## src/rtl/uart_tx_pkg.sv

```systemverilog
// Shared definitions for the UART transmit path: FSM encoding, frame constants
// and the parity helper. The receive side is expected to import the same package.
package uart_tx_pkg;

    localparam int CPB_DEFAULT = 868;
    localparam int DATA_BITS   = 8;

    typedef enum logic [2:0] {
        ST_IDLE   = 3'd0,
        ST_START  = 3'd1,
        ST_DATA   = 3'd2,
        ST_PARITY = 3'd3,
        ST_STOP   = 3'd4
    } tx_state_e;

    // XOR-reduce the byte; odd=1 inverts the sense so the frame carries an odd count of ones.
    function automatic logic parity_bit(input logic [DATA_BITS-1:0] data, input logic odd);
        return (^data) ^ odd;
    endfunction

endpackage

```

## src/rtl/uart_baud_cnt.sv

```systemverilog
// Bit-period counter: counts 0..CPB-1 while running and flags the terminal count.
// Cleared when a new frame is accepted so every frame starts on a fresh bit period.
module uart_baud_cnt #(
    parameter  int CPB   = 868,
    localparam int CNT_W = $clog2(CPB)
) (
    input  logic             clk,
    input  logic             rst,
    input  logic             i_clear,
    input  logic             i_run,
    output logic [CNT_W-1:0] o_cnt,
    output logic             o_tc
);

    logic [CNT_W-1:0] r_cnt;
    logic             w_at_end;

    assign w_at_end = (r_cnt == CNT_W'(CPB - 1));

    // Free-running bit-period counter, held at zero while idle.
    always_ff @(posedge clk or posedge rst) begin
        if (rst) begin
            r_cnt <= '0;
        end else if (i_clear || !i_run || w_at_end) begin
            r_cnt <= '0;
        end else begin
            r_cnt <= r_cnt + CNT_W'(1);
        end
    end

    assign o_cnt = r_cnt;
    assign o_tc  = i_run && w_at_end;

endmodule

```

## src/rtl/uart_tx.sv

```systemverilog
// UART transmitter: start bit, 8 data bits LSB first, optional parity, 1 or 2 stop bits.
// All outputs are registered; next-cycle values are computed combinationally.
module uart_tx
    import uart_tx_pkg::*;
#(
    parameter int CPB        = CPB_DEFAULT,
    parameter int PARITY_EN  = 0,
    parameter int PARITY_ODD = 0,
    parameter int STOP_BITS  = 1
) (
    input  logic       clk,
    input  logic       rst,
    input  logic       tx_start,
    input  logic [7:0] tx_data,
    output logic       tx,
    output logic       tx_busy,
    output logic       tx_done
);

    localparam int CNT_W = $clog2(CPB);

    tx_state_e        r_state;
    tx_state_e        w_state_next;
    logic [7:0]       r_shift;
    logic [2:0]       r_bit_idx;
    logic [2:0]       w_bit_idx_next;
    logic             r_stop_idx;
    logic             w_stop_idx_next;
    logic             r_tx;
    logic             r_busy;
    logic             r_done;
    logic             w_tx_next;
    logic             w_busy_next;
    logic             w_done_next;
    logic [CNT_W-1:0] w_cnt;
    logic             w_tc;
    logic             w_run;
    logic             w_accept;
    logic             w_last_stop;
    logic             w_frame_end;

    assign w_run       = (r_state != ST_IDLE);
    assign w_last_stop = (r_state == ST_STOP) && (r_stop_idx == 1'(STOP_BITS - 1));
    assign w_frame_end = w_last_stop && w_tc;
    // The tx_done cycle doubles as an accept slot, giving zero-gap back-to-back frames.
    assign w_accept    = tx_start && ((r_state == ST_IDLE) || w_frame_end);

    uart_baud_cnt #(.CPB(CPB)) u_baud (
        .clk     (clk),
        .rst     (rst),
        .i_clear (w_accept),
        .i_run   (w_run),
        .o_cnt   (w_cnt),
        .o_tc    (w_tc)
    );

    // FSM state register.
    always_ff @(posedge clk or posedge rst) begin
        if (rst) begin
            r_state <= ST_IDLE;
        end else begin
            r_state <= w_state_next;
        end
    end

    // Next-state and bit/stop index sequencing.
    always_comb begin
        w_state_next = r_state;
        case (r_state)
            ST_IDLE:   w_state_next = w_accept ? ST_START : ST_IDLE;
            ST_START:  w_state_next = w_tc ? ST_DATA : ST_START;
            ST_DATA: begin
                if (w_tc && (r_bit_idx == 3'd7)) begin
                    w_state_next = (PARITY_EN != 0) ? ST_PARITY : ST_STOP;
                end else begin
                    w_state_next = ST_DATA;
                end
            end
            ST_PARITY: w_state_next = w_tc ? ST_STOP : ST_PARITY;
            ST_STOP: begin
                if (w_accept) begin
                    w_state_next = ST_START;
                end else if (w_frame_end) begin
                    w_state_next = ST_IDLE;
                end else begin
                    w_state_next = ST_STOP;
                end
            end
            default:   w_state_next = ST_IDLE;
        endcase

        if (r_state != ST_DATA) begin
            w_bit_idx_next = 3'd0;
        end else if (w_tc) begin
            w_bit_idx_next = r_bit_idx + 3'd1;
        end else begin
            w_bit_idx_next = r_bit_idx;
        end

        if ((r_state != ST_STOP) || w_frame_end) begin
            w_stop_idx_next = 1'b0;
        end else if (w_tc) begin
            w_stop_idx_next = r_stop_idx + 1'b1;
        end else begin
            w_stop_idx_next = r_stop_idx;
        end
    end

    // Output values for the coming cycle; done/busy flip one clock early so they land on the last stop clock.
    always_comb begin
        w_done_next = w_last_stop && (w_cnt == CNT_W'(CPB - 2));
        w_busy_next = (w_state_next != ST_IDLE) && !w_done_next;
        case (w_state_next)
            ST_START:  w_tx_next = 1'b0;
            ST_DATA:   w_tx_next = r_shift[w_bit_idx_next];
            ST_PARITY: w_tx_next = parity_bit(r_shift, 1'(PARITY_ODD));
            ST_STOP:   w_tx_next = 1'b1;
            ST_IDLE:   w_tx_next = 1'b1;
            default:   w_tx_next = 1'b1;
        endcase
    end

    // Datapath and registered outputs.
    always_ff @(posedge clk or posedge rst) begin
        if (rst) begin
            r_shift    <= 8'h00;
            r_bit_idx  <= 3'd0;
            r_stop_idx <= 1'b0;
            r_tx       <= 1'b1;
            r_busy     <= 1'b0;
            r_done     <= 1'b0;
        end else begin
            r_shift    <= w_accept ? tx_data : r_shift;
            r_bit_idx  <= w_bit_idx_next;
            r_stop_idx <= w_stop_idx_next;
            r_tx       <= w_tx_next;
            r_busy     <= w_busy_next;
            r_done     <= w_done_next;
        end
    end

    assign tx      = r_tx;
    assign tx_busy = r_busy;
    assign tx_done = r_done;

endmodule

```

## config.mk

```make
export PLATFORM = sky130hd
export DESIGN_NAME = uart_tx
export DESIGN_NICKNAME = d
export VERILOG_FILES = /design/src/rtl/uart_tx_pkg.sv /design/src/rtl/uart_baud_cnt.sv /design/src/rtl/uart_tx.sv
export SDC_FILE = /design/constraint.sdc
export NUM_CORES = 1
export LEC_CHECK = 0
export ABC_AREA = 1
export BUFFER_PORTS_ARGS = -buffer_cell sky130_fd_sc_hd__buf_2
export CAP_MARGIN = 20
export CORE_MARGIN = 2
export CORE_UTILIZATION = 35
export DETAILED_ROUTE_END_ITERATION = 10
export SYNTH_ARGS = -nofsm -noshare
export SYNTH_HDL_FRONTEND = slang
export SYNTH_SLANG_ARGS = --single-unit
export TNS_END_PERCENT = 5
```

## constraint.sdc

```tcl
create_clock -name clk -period 4.1 [get_ports clk]
set_input_delay 0.205 -clock clk [delete_from_list [all_inputs] [get_ports clk]]
set_output_delay 0.205 -clock clk [all_outputs]
set_load 0.1 [all_outputs]
```

Word level (Yosys, flattened, before mapping). Cells that the tools add are included.

Divide/modulo/power cells: 0. Multiplexer cells: 15. $lt $le $gt $ge: 1. Add/subtract/negate cells: 3. Bitwise operators: 1. Shift operators: 0. Reduce and logical (&&, ||, !) cells: 18. Equality and inequality tests: 12. Multiply operators: 0.

Operators by type and width (number): equality test 10 bit (second input constant) (2); 2-to-1 mux 3 bit (6); case mux 3 bit (5 select lines) (1); equality test 3 x 2 -> 1 bit (second input constant) (4); adder 10 x 1 -> 10 bit (second input constant) (1); 2-to-1 mux 10 bit (1); XOR reduction 8 bit (1); logical AND 1 bit (7); equality test 3 x 1 -> 1 bit (second input constant) (2); equality test 3 bit (second input constant) (2); nonzero test 3 bit (2); logical OR 1 bit (4); < comparator 3 x 4 -> 1 bit (second input constant) (1); 2-to-1 mux 1 bit (4); adder 3 x 1 -> 3 bit (second input constant) (1); binary-select mux 1 bit (select 3 bit) (1); zero test 3 bit (1); inequality test 3 x 2 -> 1 bit (second input constant) (1); inequality test 3 bit (second input constant) (1); case mux 1 bit (3 select lines) (1); zero test 1 bit (2); 2-to-1 mux 2 bit (1); nonzero test 2 bit (1); adder 1 bit (second input constant) (1); inverter 1 bit (1).

RAM bits: 0. Word-level logic and storage cells: 58. Memories: 0. Bits in latches: 0. Output and inout bits: 3. Input bits: 11. ROM bits: 0. Register bits after elaboration: 28.

Logic depth before layout (Yosys ltp). Gate-level depths: netlist of run 1.

Depth in word-level cells: 9. Gate-level depth with buffers: 13. Gate-level depth less buffers: 13.

By module. From an unflattened synthesis of run 1, not the netlist that was laid out.

Cells, all modules: 219. Area total of the unflattened synthesis: 1672.9 um^2.

Modules (own cells, without submodules): uart_tx (instances 1, area each 1088.5 um^2, cells each 141, seq. area each 451.7 um^2); uart_baud_cnt (instances 1, area each 584.3 um^2, cells each 78, seq. area each 250.2 um^2).

Worst setup path after synthesis of run 1. No wires, ideal clock.

Path type: flip-flop to flip-flop. From: register u_baud.r_cnt[0] (netlist: u_baud.o_cnt[0]). To: register r_shift[0]. Data required time: 3972 ps. Slack: 2488 ps. Buffers on the path: 0. Library setup time: 128 ps. Data arrival time: 1484 ps. Cell stages (with the launch flop): 9. Period minus slack after synthesis: 1612 ps. Cell sequence: dfrtp_1 ha_1 nand3_2 nor2_8 inv_2 nor2_4 nand2_2 nand2_4 mux2_1.

Word-level cells in the longest chain between the ends: 5.

Ends and longest elaborated chain: start: declaration (line uart_baud_cnt.sv:15) `logic [CNT_W-1:0] r_cnt;`; start signal: assignment (line uart_baud_cnt.sv:27) `r_cnt <= r_cnt + CNT_W'(1);`; equality test 10 bit (line uart_baud_cnt.sv:18) `assign w_at_end = (r_cnt == CNT_W'(CPB - 1));`; logical AND 1 bit (line uart_baud_cnt.sv:32) `assign o_tc = i_run && w_at_end;`; logical AND 1 bit (line uart_tx.sv:44) `assign w_frame_end = w_last_stop && w_tc;`; logical OR 1 bit (line uart_tx.sv:46) `assign w_accept = tx_start && ((r_state == ST_IDLE) || w_frame_end);`; logical AND 1 bit (line uart_tx.sv:46); end signal: assignment (line uart_tx.sv:133) `r_shift <= w_accept ? tx_data : r_shift;`; end: declaration (line uart_tx.sv:24) `logic [7:0] r_shift;`.

No other way between the ends. A chain may end at the register's enable or synchronous reset.

Final worst setup path of run 1.
From: register u_baud.r_cnt[1] (netlist: u_baud.o_cnt[1]). To: register r_shift[3].

Same word-level chain as after synthesis.

==> results of run 1 <==
-- critical path: stages (launching register included) --
cell and delay, ns:
dfrtp_1 0.38, ha_1 0.25, nand3_2 0.14, nor2_8 0.18, inv_2 0.07, nor2_4 0.10
nand2_2 0.07, nand2_4 0.14, mux2_1 0.35
-- sequential cells by signal, indices dropped and copies added (netlist names) --
register / count
r_bit_idx: 3
r_shift: 8
r_state: 3
r_stop_idx: 1
tx: 1
tx_busy: 1
tx_done: 1
u_baud.o_cnt: 10
-- cells by family after synthesis --
group                      after synthesis
AOI/OAI and AO/OA                        7
xor gates and xnor gates                 9
DFF                                     28
adders and majority gates                4
muxes                                    8
and+or+nand+nor                         89
buffers and inverters                   23
-- stage by stage --
stage                     cells  power [mW]  hold slack [ns]  util, %  worst slack [ns]
after floorplan             168      0.5849           0.2697        -             2.488
after global placement      233      0.6333           0.4233    39.45             2.371
after detailed placement    233      0.6404           0.4241    39.45             2.309
after CTS                   237      0.8149           0.1325    40.72             2.295
after global routing        238      0.8686          0.03552    41.06             2.198
final                       238      0.8088         -0.01756    41.06             2.310
-- placed cells by master (no fill, tap or decap), types with 3 or more instances in the layout --
cell      instances
nand4_1           5
nor3b_1           5
nor2_1           16
nand3_2           4
xnor2_1           8
mux2_1            8
nand2_4           4
nand3_1           9
a21oi_1           3
buf_2            13
inv_1            19
clkbuf_8          4
nor2_2            7
dfrtp_1          27
nor3_1            3
nor2_4            3
ha_1              4
nand2_1          26
nand2_2           3
inv_2             3
-- cell type report --
cell class,count,area (um2)
tap,52,65.06
fill,410,2566
multi-input combinational,117,798.3
inverter,23,87.58
sequential,28,701.9
clock buffer,4,55.05
timing repair buffer,14,80.08
-- per-layer routing --
layer / part of all wire [%] / vias to the layer above / track usage, %
met1: 53 / 502 / 17.30
met3: 3.5 / 4 / 1.688
li1: - / 579 / -
met5: 0 / - / 0
met2: 41 / 23 / 17.70
met4: 2.3 / 0 / 6.918
-- where the power goes --
group,internal (mW),switching [mW],total [mW]
Sequential,0.332,0.0509,0.383
Clock,0.0861,0.0870,0.173
Combinational,0.117,0.136,0.253
-- synth_stat cells --
library cell	count
nor3_1	3
inv_2	3
nor2_8	1
a21oi_1	3
clkinv_2	1
nand4_1	5
o31ai_1	1
nand2_1	26
inv_1	19
nand2_4	4
nand3_4	1
xor2_1	1
nor2_4	3
dfrtp_1	27
nor2_1	16
nand3_1	9
nand2_2	3
nand3_2	4
nor3b_1	5
nor3_4	2
o221ai_1	1
mux2_1	8
nor2_2	7
o21ai_0	2
ha_1	4
dfstp_2	1
xnor2_1	8
-- how the worst max path moves through the flow --
stage                              start  slack [ns]  depth (start not counted)                endpoint
6_report       u_baud.o_cnt[1]$_DFF_PP0_        2.31                          8  r_shift[3]$_DFFE_PP0P_
5_1_grt        u_baud.o_cnt[0]$_DFF_PP0_        2.20                          8  r_shift[3]$_DFFE_PP0P_
4_1_cts        u_baud.o_cnt[1]$_DFF_PP0_        2.29                          8  r_shift[3]$_DFFE_PP0P_
3_5_place_dp   u_baud.o_cnt[1]$_DFF_PP0_        2.31                          8  r_shift[3]$_DFFE_PP0P_
3_3_place_gp   u_baud.o_cnt[0]$_DFF_PP0_        2.37                          8  r_shift[7]$_DFFE_PP0P_
2_1_floorplan  u_baud.o_cnt[0]$_DFF_PP0_        2.49                          8  r_shift[0]$_DFFE_PP0P_
==> results by group, run 1 <==
Timing
  • Setup total negative slack: 0 ns
  • Fin crit share: 43.66%
  • Slew @ Worst Pin: 0.6146 ns
  • Min Tclk post-route: 1.790 ns
  • Setup violators final: 0
  • Slew HR: 58.98%
  • Fmax: 0.5587 GHz
  • Hold slack final: -0.01756 ns
  • RSZ-0062 raised after global routing: false
  • Fin. Hold Viols: 14
  • Skew final: 0.005623 ns
  • Pins over their slew limit: 0

Placement
  • GPL Wtd Cong: 0.8538
  • # port buffers: 13
  • DP HPWL: 2034 um
  • Dpl cell area: 1718 um2

Floorplan
  • Die height: 71.36 um
  • Number of cell rows: 24
  • Core footprint: 4354 um2
  • Ports: 14
  • Die Wd: 71.36 um
  • Die ar.: 5092 um2
  • Initial core utilization: 36.47%

Finish
  • Design area: 1788 um2
  • # nets final: 202
  • Area Growth Syn to Fin: 12.61%
  • Inserted Diodes: 0
  • Share of cells above drive strength 1: 25.81%

Worst setup path
  • R2R Path End: r_shift[3]$_DFFE_PP0P_
  • Crit path required time: 4.26 ns
  • Critical path data arrival time: 1.95 ns
  • Reg2Reg Launch Point: u_baud.o_cnt[1]$_DFF_PP0_
  • CP Capture Type: register
  • CP max FO: 9
  • Worst setup path category: register to register
  • R2R cell count: 8
  • R2r setup slk: 2.31 ns
  • Crit start category: register

Clock tree
  • Htree depth: 1
  • Num CTS Buffers: 3
  • Clock Root Buffer: clkbuf_8
  • Longest Clk Path Bufs: 2
  • Clk sink count: 28
  • Later-pin clock latency in the skew report: 0.28 ns
  • Post-CTS Setup Bufs: 0
  • Post_cts resized: 0
  • CTS tree: yes
  • Clk pin slew, worst setup/hold paths: 0.10 ns
  • Hold bufs inserted after CTS: 0

Yosys
  • Synth Area in Compound Gates: 2.600%
  • Mapped Cells: 168
  • Synth unique cells: 27
  • Xor-xnor portion of the synthesized cell area: 4.965%
  • Sequential share of the synthesized area: 44.21%
  • Yosys warns: 0
  • Mapped cell area: 1588 um2
  • Largest family of logic cells by synthesized area: simple AND/OR/NAND/NOR gates
  • Syn Area/Cell: 9.451 um2
  • Dominant cell type by area after synthesis: dfrtp_1
  • Area fraction of the dominant cell type after synthesis: 42.55%
  • Post-synthesis simple-gate area fraction: 33.88%
  • Post-synthesis mux area share: 5.674%
  • Dominant cells by area after synthesis: dfrtp_1 (43%), nand2_1 (6.1%), mux2_1 (5.7%)
  • Synth Area in Adders: 3.152%
  • Mapped Nets: 183
  • Flops & latches, synth: 28

Pwr
  • Pwr dens: 452.3 nW/um2
  • Peak VDD IR: 0.1861 mV
  • LEAKAGE: 0.8116 nW

GRT
  • Vias in the first global route: 1,088
  • Largest net degree at the start of global routing: 29
  • Antenna violations before repair: 0
  • Total gr overflow: 0
  • First-pass GRT wire length: 4836 um
  • Total track usage: 12.14%

Detailed routing
  • Via count: 1,108
  • DRC Markers: 0
  • DR iter-0 viols: 71
  • Antenna-violating nets left: 0
  • First-pass DRT Iterations: 4
  • WL final: 2736 um
  • Via density: 4.655
  • Drt wl/cell: 11.50 um

Run
  • Max-cap violations: 0

Status
  • Violations in the final reports: negative hold slack
  • Status: complete, but fails checks

Hold path
  • Hold Crit Class: input pin to async pin
No activity file was read; power rests on OpenSTA's default activity.
==> run 2, diff against run 1 <==
==> constraint.sdc (replaced) <==
create_clock -name clk -period 1.55 [get_ports clk]
set_input_delay 0.0775 -clock clk [delete_from_list [all_inputs] [get_ports clk]]
set_output_delay 0.0775 -clock clk [all_outputs]
set_load 0.1 [all_outputs]
==> results by group, run 2 (same netlist as run 1, synthesis figures left out) <==
Status
  • Status: complete, but fails checks
  • Violations in the final reports: negative setup slack

Finish
  • Most common cell after layout, fill and taps aside: buf_4
  • # nets final: 234 (+16%)
  • Number of flip-flops in the largest register: 10 (unchanged)
  • Area Growth Syn to Fin: 32.70%
  • Most frequent cells in the layout: buf_4 (30), dfrtp_1 (27), nand2_1 (23), inv_1 (19), nor2_1 (14)
  • Inserted Diodes: 0 (unchanged)
  • Final Core Density: 48.39% (+7.3 points)
  • Share of cells above drive strength 1: 39.91% (+14 points)

Pwr
  • Sw Pwr: 0.7362 mW (+170%)
  • Total chip power: 2.252 mW (+180%)
  • Part of the power in the clock network: 20.7% (-0.7 points)
  • Pwr dens: 1069 nW/um2 (+140%)
  • Peak VDD IR: 0.5226 mV (+180%)
  • Switching share of power: 32.69% (-1.2 points)
  • LEAKAGE: 0.9727 nW (+20%)
  • Sequential share of power: 44.7% (-2.6 points)
  • Logic pwr share: 34.6% (+3.3 points)
  • Pint: 1.516 mW (+180%)

Detailed routing
  • WL final: 3030 um (+11%)
  • Drt wl/cell: 11.22 um (-2.4%)
  • DR iter-0 viols: 47 (-34%)
  • Antenna-violating nets left: 0 (unchanged)
  • DRC Markers: 0 (unchanged)
  • Via density: 4.593 (-1.4%)
  • First-pass DRT Iterations: 4 (unchanged)
  • Via count: 1,240 (+12%)

Hold path
  • Hold Crit Class: input pin to register

GRT
  • Largest net degree at the start of global routing: 29 (unchanged)
  • Vias in the first global route: 1,189 (+9.3%)
  • Total track usage: 12.85% (+0.71 points)
  • Total gr overflow: 0 (unchanged)
  • Global-route met3 utilization: 1.688% (unchanged)
  • GR peak layer: met2
  • GR Layer Usage met2: 19.75% (+2.1 points)
  • Antenna violations before repair: 0 (unchanged)
  • Met1 Resource Use GR: 18.45% (+1.2 points)
  • First-pass GRT wire length: 5188 um (+7.3%)

Clock tree
  • Longest Clk Path Bufs: 2 (unchanged)
  • CTS tree: yes
  • Clk pin slew, worst setup/hold paths: 0.10 ns (about the same)
  • Num CTS Buffers: 3 (unchanged)
  • Htree depth: 1 (unchanged)
  • Later-pin clock latency in the skew report: 0.28 ns (about the same)
  • Clock Root Buffer: clkbuf_8
  • Clk sink count: 28 (unchanged)

Worst setup path
  • Crit start category: register
  • CP Capture Type: register
  • CP max FO: 3 (-6)
  • Worst setup path category: register to register
  • Critical path data arrival time: 1.87 ns (-0.08 ns)
  • Crit path required time: 1.75 ns (-2.51 ns)

Timing
  • Skew final: 0.004137 ns (-0.001486 ns)
  • Fmax: 0.6001 GHz (+7.4%)
  • Setup ws final: -0.1164 ns (-2.426 ns)
  • Slew @ Worst Pin: 0.4837 ns (-0.1310 ns)
  • Fin crit share: 107.5% (+64 points)
  • Fin. Hold Viols: 0 (-14)
  • Slew HR: 67.98% (+9.0 points)
  • Pins over their slew limit: 0 (unchanged)
  • RSZ-0062 raised after global routing: true
  • Hold slack final: 0.004673 ns (+0.02224 ns)
  • Min Tclk post-route: 1.666 ns (-0.1236 ns)
  • Setup violators final: 11 (+11)
  • Setup total negative slack: -0.9918 ns (-0.9918 ns)

Placement
  • GPL Wtd Cong: 0.8168 (-4.3%)
  • # port buffers: 13 (unchanged)
  • DP HPWL: 2271 um (+12%)

Run
  • Max-cap violations: 0 (unchanged)

Floorplan
  • Die Wd: 71.36 um (unchanged)
  • Ports: 14 (unchanged)
  • Core footprint: 4354 um2 (unchanged)
  • Die ar.: 5092 um2 (unchanged)
  • Die height: 71.36 um (unchanged)
  • Initial core utilization: 36.47% (unchanged)
  • Number of cell rows: 24 (unchanged)
-- run 2: critical path, cell delays in order, from the launching register on --
cell     delay, ns
dfrtp_1       0.40
nor2_2        0.15
nand2_4       0.10
nor2_4        0.13
nand3_4       0.12
nand2_2       0.08
nand2_1       0.08
nor2_4        0.16
nand3_2       0.08
nand2_1       0.06
nand2_1       0.05
nand3_1       0.09
nand3_1       0.11
-- run 2: power groups by stage --
stage               sequential (mW)  combinational, mW  clock [mW]
floorplan                      1.03              0.526           0
global placement               1.01              0.742           0
detailed placement             1.01              0.753           0
CTS                            1.01              0.784       0.478
global route                   1.03              0.874       0.506
finish                         1.01              0.779       0.467
-- run 2: cell type report --
cell class,instances,area [um2]
inverters,23,87.58
repair buffers,46,331.6
well taps,52,65.06
clock buffers,4,55.05
flip-flops and latches,28,701.9
fillers,389,2247
multi-input cells,117,865.8
-- run 2: through the flow --
step	area, um2	instances	setup slack (ns)
2_1_floorplan	1598	168	-0.06105
3_3_place_gp	1966	263	-0.1036
3_5_place_dp	1966	263	-0.1154
4_1_cts	2059	269	-0.09815
5_1_grt	2107	270	-0.2326
6_report	2107	270	-0.1164
-- run 2: routing by layer --
| layer | part of all wire, % | wire (um) |
|---|---|---|
| met1 | 49 | 1474 |
| met2 | 47 | 1418 |
| met3 | 2.9 | 89 |
| met4 | 1.6 | 48 |
| met5 | 0 | 0 |
-- run 2: worst paths after layout --
path / slack (ns) / end / cells past startpoint / from
min reg2reg: 0.54 / r_shift[5]$_DFFE_PP0P_ / 1 / r_shift[5]$_DFFE_PP0P_
max in group asynchronous: 0.85 / tx$_DFF_PP1_ / 4 / rst
min: 0.005 / r_shift[4]$_DFFE_PP0P_ / 2 / tx_data[4]
min in group asynchronous: 0.39 / r_shift[6]$_DFFE_PP0P_ / 4 / rst
max: -0.12 / tx$_DFF_PP1_ / 12 / u_baud.o_cnt[7]$_DFF_PP0_
max reg2reg: -0.12 / tx$_DFF_PP1_ / 12 / u_baud.o_cnt[7]$_DFF_PP0_
-- run 2: repair_timing --
| action | in CTS | in global routing |
|---|---|---|
| hold endpoints to repair | 27 | 0 |
| setup endpoints to repair | 10 | 12 |
| setup buffers | 1 | 1 |
| hold buffers | 1 | 0 |
| pin swaps | 4 | 10 |
| resized for setup | 3 | 10 |
==> run 3, diff against run 2 <==
--- a/config.mk
+++ b/config.mk
@@ -5,7 +5,6 @@
 export SDC_FILE = /design/constraint.sdc
 export NUM_CORES = 1
 export LEC_CHECK = 0
-export ABC_AREA = 1
 export BUFFER_PORTS_ARGS = -buffer_cell sky130_fd_sc_hd__buf_2
 export CAP_MARGIN = 20
 export CORE_MARGIN = 2
==> results by group, run 3 <==
Yosys
  • Dominant cells by area after synthesis: dfrtp_1 (47%), mux2_2 (6.3%), xnor2_1 (6.1%)
  • Syn Area/Cell: 11.39 um2 (+21%)
  • Synth Flop Type: dfrtp_1
  • Mapped cell area: 1435 um2 (-9.6%)
  • Commonest cells post-synth: dfrtp_1 (27), nor2_1 (14), xnor2_1 (10)
  • Flops & latches, synth: 28 (unchanged)
  • Mapped Nets: 141 (-23%)
  • Top-count cell post-synth: dfrtp_1
  • Area fraction of the dominant cell type after synthesis: 47.08% (+4.5 points)
  • Sequential share of the synthesized area: 48.91% (+4.7 points)
  • Mapped Cells: 126 (-25%)
  • Number of synthesized flops with an enable pin: 0 (unchanged)
  • Synth unique cells: 36 (+33%)
  • Post-synth ARST share: 100.0% (unchanged)
  • Dominant cell type by area after synthesis: dfrtp_1
  • Yosys warns: 0 (unchanged)

Worst setup path
  • Levels on crit path: 7 (-5)
  • Crit-path cells: nand4bb_4 > buf_6 > nor4_4 > o21ai_4 > mux2i_2 > a2111oi_2 > o31a_1
  • Reg2Reg Launch Point: u_baud.o_cnt[3]$_DFF_PP0_
  • R2R cell count: 7 (-5)
  • Worst path top cell family by delay: compound AO/OA/AOI/OAI gates
  • R2R Path End: tx$_DFF_PP1_
  • Worst setup path category: register to register
  • Critical path data arrival time: 2.19 ns (+0.32 ns)
  • Crit path required time: 1.77 ns (+0.02 ns)
  • Crit path buffers/inverters: 1 (+1)
  • CP Capture Type: register
  • R2r setup slk: -0.42 ns (-0.30 ns)
  • End of the critical path: tx$_DFF_PP1_
  • Crit start category: register
  • CP max FO: 5 (+2)
  • CP max stage delay: 0.39 ns (about the same)
  • CP max stage cell: dfrtp_1
  • Critical path origin: u_baud.o_cnt[3]$_DFF_PP0_

Pwr
  • LEAKAGE: 0.9198 nW (-5.4%)
  • Part of the power in the clock network: 17.9% (-2.8 points)
  • Peak VDD IR: 0.5798 mV (+11%)
  • Logic pwr share: 38.3% (+3.7 points)
  • Total chip power: 2.257 mW (+0.21%)
  • Sw Pwr: 0.7160 mW (-2.7%)
  • Sequential share of power: 43.8% (-0.9 points)
  • Pwr dens: 1158 nW/um2 (+8.3%)
  • Switching share of power: 31.72% (-0.96 points)
  • Pint: 1.541 mW (+1.6%)

Detailed routing
  • DRC Markers: 0 (unchanged)
  • DR iter-0 viols: 43 (-8.5%)
  • Via count: 1,079 (-13%)
  • WL final: 2839 um (-6.3%)
  • Via density: 4.860 (+5.8%)
  • Antenna-violating nets left: 0 (unchanged)
  • Drt wl/cell: 12.79 um (+14%)
  • First-pass DRT Iterations: 4 (unchanged)

Finish
  • Inserted Diodes: 0 (unchanged)
  • # nets final: 188 (-20%)
  • Multi-input gate area: 802.0 um2 (-7.4%)
  • Number of flip-flops in the largest register: 10 (unchanged)
  • Final Core Density: 49.09% (+0.70 points)
  • Area Growth Syn to Fin: 35.83%
  • Share of cells above drive strength 1: 42.44% (+2.5 points)
  • FF/Latch Area: 701.9 um2 (unchanged)
  • Post-Layout Cell Count: 222 (-18%)
  • Layout fillers: 367 (-5.7%)
  • Design area: 1949 um2 (-7.5%)
  • Most frequent cells in the layout: buf_4 (27), dfrtp_1 (27), nor2_1 (14), buf_2 (13), xnor2_1 (10)

Floorplan
  • Ports: 14 (unchanged)
  • Die ar.: 4629 um2 (-9.1%)
  • Die height: 68.04 um (-4.7%)
  • Die Wd: 68.04 um (-4.7%)
  • Core footprint: 3971 um2 (-8.8%)
  • Initial core utilization: 36.14% (-0.33 points)
  • Number of cell rows: 23 (-4.2%)

Clock tree
  • Clk pin slew, worst setup/hold paths: 0.09 ns (about the same)
  • Later-pin clock latency in the skew report: 0.27 ns (about the same)
  • CTS tree: yes
  • Clk sink count: 28 (unchanged)
  • Num CTS Buffers: 3 (unchanged)
  • Clock Root Buffer: clkbuf_8
  • Longest Clk Path Bufs: 2 (unchanged)
  • Htree depth: 1 (unchanged)

GRT
  • GR Layer Usage met2: 22.45% (+2.7 points)
  • Antenna violations before repair: 0 (unchanged)
  • Global-route met3 utilization: 1.480% (-0.21 points)
  • First-pass GRT wire length: 4968 um (-4.2%)
  • GR peak layer: met2
  • Total gr overflow: 0 (unchanged)
  • Largest net degree at the start of global routing: 29 (unchanged)
  • Total track usage: 14.48% (+1.6 points)
  • Met1 Resource Use GR: 20.31% (+1.9 points)
  • Vias in the first global route: 1,075 (-9.6%)

Timing
  • Fin. Hold Viols: 0 (unchanged)
  • Slew HR: 67.89% (-0.089 points)
  • Setup total negative slack: -3.329 ns (-2.337 ns)
  • Skew final: 0.003521 ns (-0.0006163 ns)
  • Setup violators final: 12 (+1)
  • Hold slack final: 0.02878 ns (+0.02410 ns)
  • Setup ws final: -0.4197 ns (-0.3033 ns)
  • Fmax: 0.5077 GHz (-15%)
  • Min Tclk post-route: 1.970 ns (+0.3033 ns)
  • RSZ-0062 raised after global routing: true
  • Slew @ Worst Pin: 0.4850 ns (+0.001340 ns)
  • Fin crit share: 127.1% (+20 points)
  • Pins over their slew limit: 0 (unchanged)

Status
  • Status: complete, but fails checks
  • Violations in the final reports: negative setup slack

Placement
  • DP HPWL: 2133 um (-6.1%)
  • Worst Setup Slack post-DPL: -0.4164 ns (-0.3009 ns)
  • GPL Wtd Cong: 0.8384 (+2.6%)
  • # placed instances: 212 (-19%)
  • # port buffers: 13 (unchanged)
  • Dpl cell area: 1813 um2 (-7.8%)

Run
  • Max-cap violations: 0 (unchanged)

Hold path
  • Hold Crit Class: input pin to register
-- run 3: cell count changes in the layout (fill, tap and decap cells not counted), moves of 4 or more --
| cell | change |
|---|---|
| nand2_1 | -18 |
| inv_1 | -13 |
| mux2_1 | -8 |
| nor2_2 | -8 |
| mux2_2 | +7 |
| nand2_2 | -5 |
| nand2_4 | -5 |
| nand4_1 | -5 |
| nor3b_1 | -5 |
| nor2_4 | -4 |
| xor2_1 | +4 |
-- run 3: power groups by stage --
stage,clock [mW],sequential (mW),combinational [mW]
floorplan,0,1.04,0.509
global placement,0,0.993,0.799
detailed placement,0,1.00,0.819
CTS,0.425,0.989,0.828
global route,0.456,1.01,0.962
finish,0.404,0.989,0.864
-- run 3: logic make-up after synthesis --
| group | synth area share, % |
|---|---|
| compound gates | 10.38 |
| xor+xnor | 9.154 |
| mux | 9.067 |
| fa+ha+maj | 3.487 |
| flops | 48.91 |
| buf+inv | 2.180 |
| simple gates | 16.83 |
-- run 3: how the worst min path moves through the flow --
stage / from / endpoint / slack (ns) / cells after the start
floorplan: rst / r_bit_idx[0]$_DFF_PP0_ / 0.14 / 1
global placement: rst / u_baud.o_cnt[1]$_DFF_PP0_ / 0.16 / 3
detailed placement: rst / u_baud.o_cnt[0]$_DFF_PP0_ / 0.17 / 3
CTS: tx_data[0] / r_shift[0]$_DFFE_PP0P_ / 0.02 / 2
global route: tx_data[6] / r_shift[6]$_DFFE_PP0P_ / 0.02 / 2
finish: tx_data[0] / r_shift[0]$_DFFE_PP0P_ / 0.03 / 2
-- run 3: timing repair --
| action | in CTS | in global routing |
|---|---|---|
| pin swaps | 4 | 12 |
| gates resized for setup | 3 | 8 |
| hold buffers | 1 | 0 |
| endpoints found under the hold margin | 27 | 0 |
| setup endpoints to repair | 24 | 25 |
| buffers inserted | 0 | 5 |
-- run 3: metal layers --
layer / share of wire [%] / up-vias / routed length [um]
met5: 0 / - / 0
met4: 2.1 / 0 / 59
met3: 3.8 / 5 / 109
met2: 48 / 21 / 1351
met1: 46 / 516 / 1319
li1: - / 537 / -
-- run 3: layout make-up --
type / count / area share (%)
multi-input combinational: 90 / 41.14
tap: 50 / 3.209
clock buffer: 4 / 2.311
sequential: 28 / 36.01
timing repair buffer: 43 / 15.85
inverter: 7 / 1.476
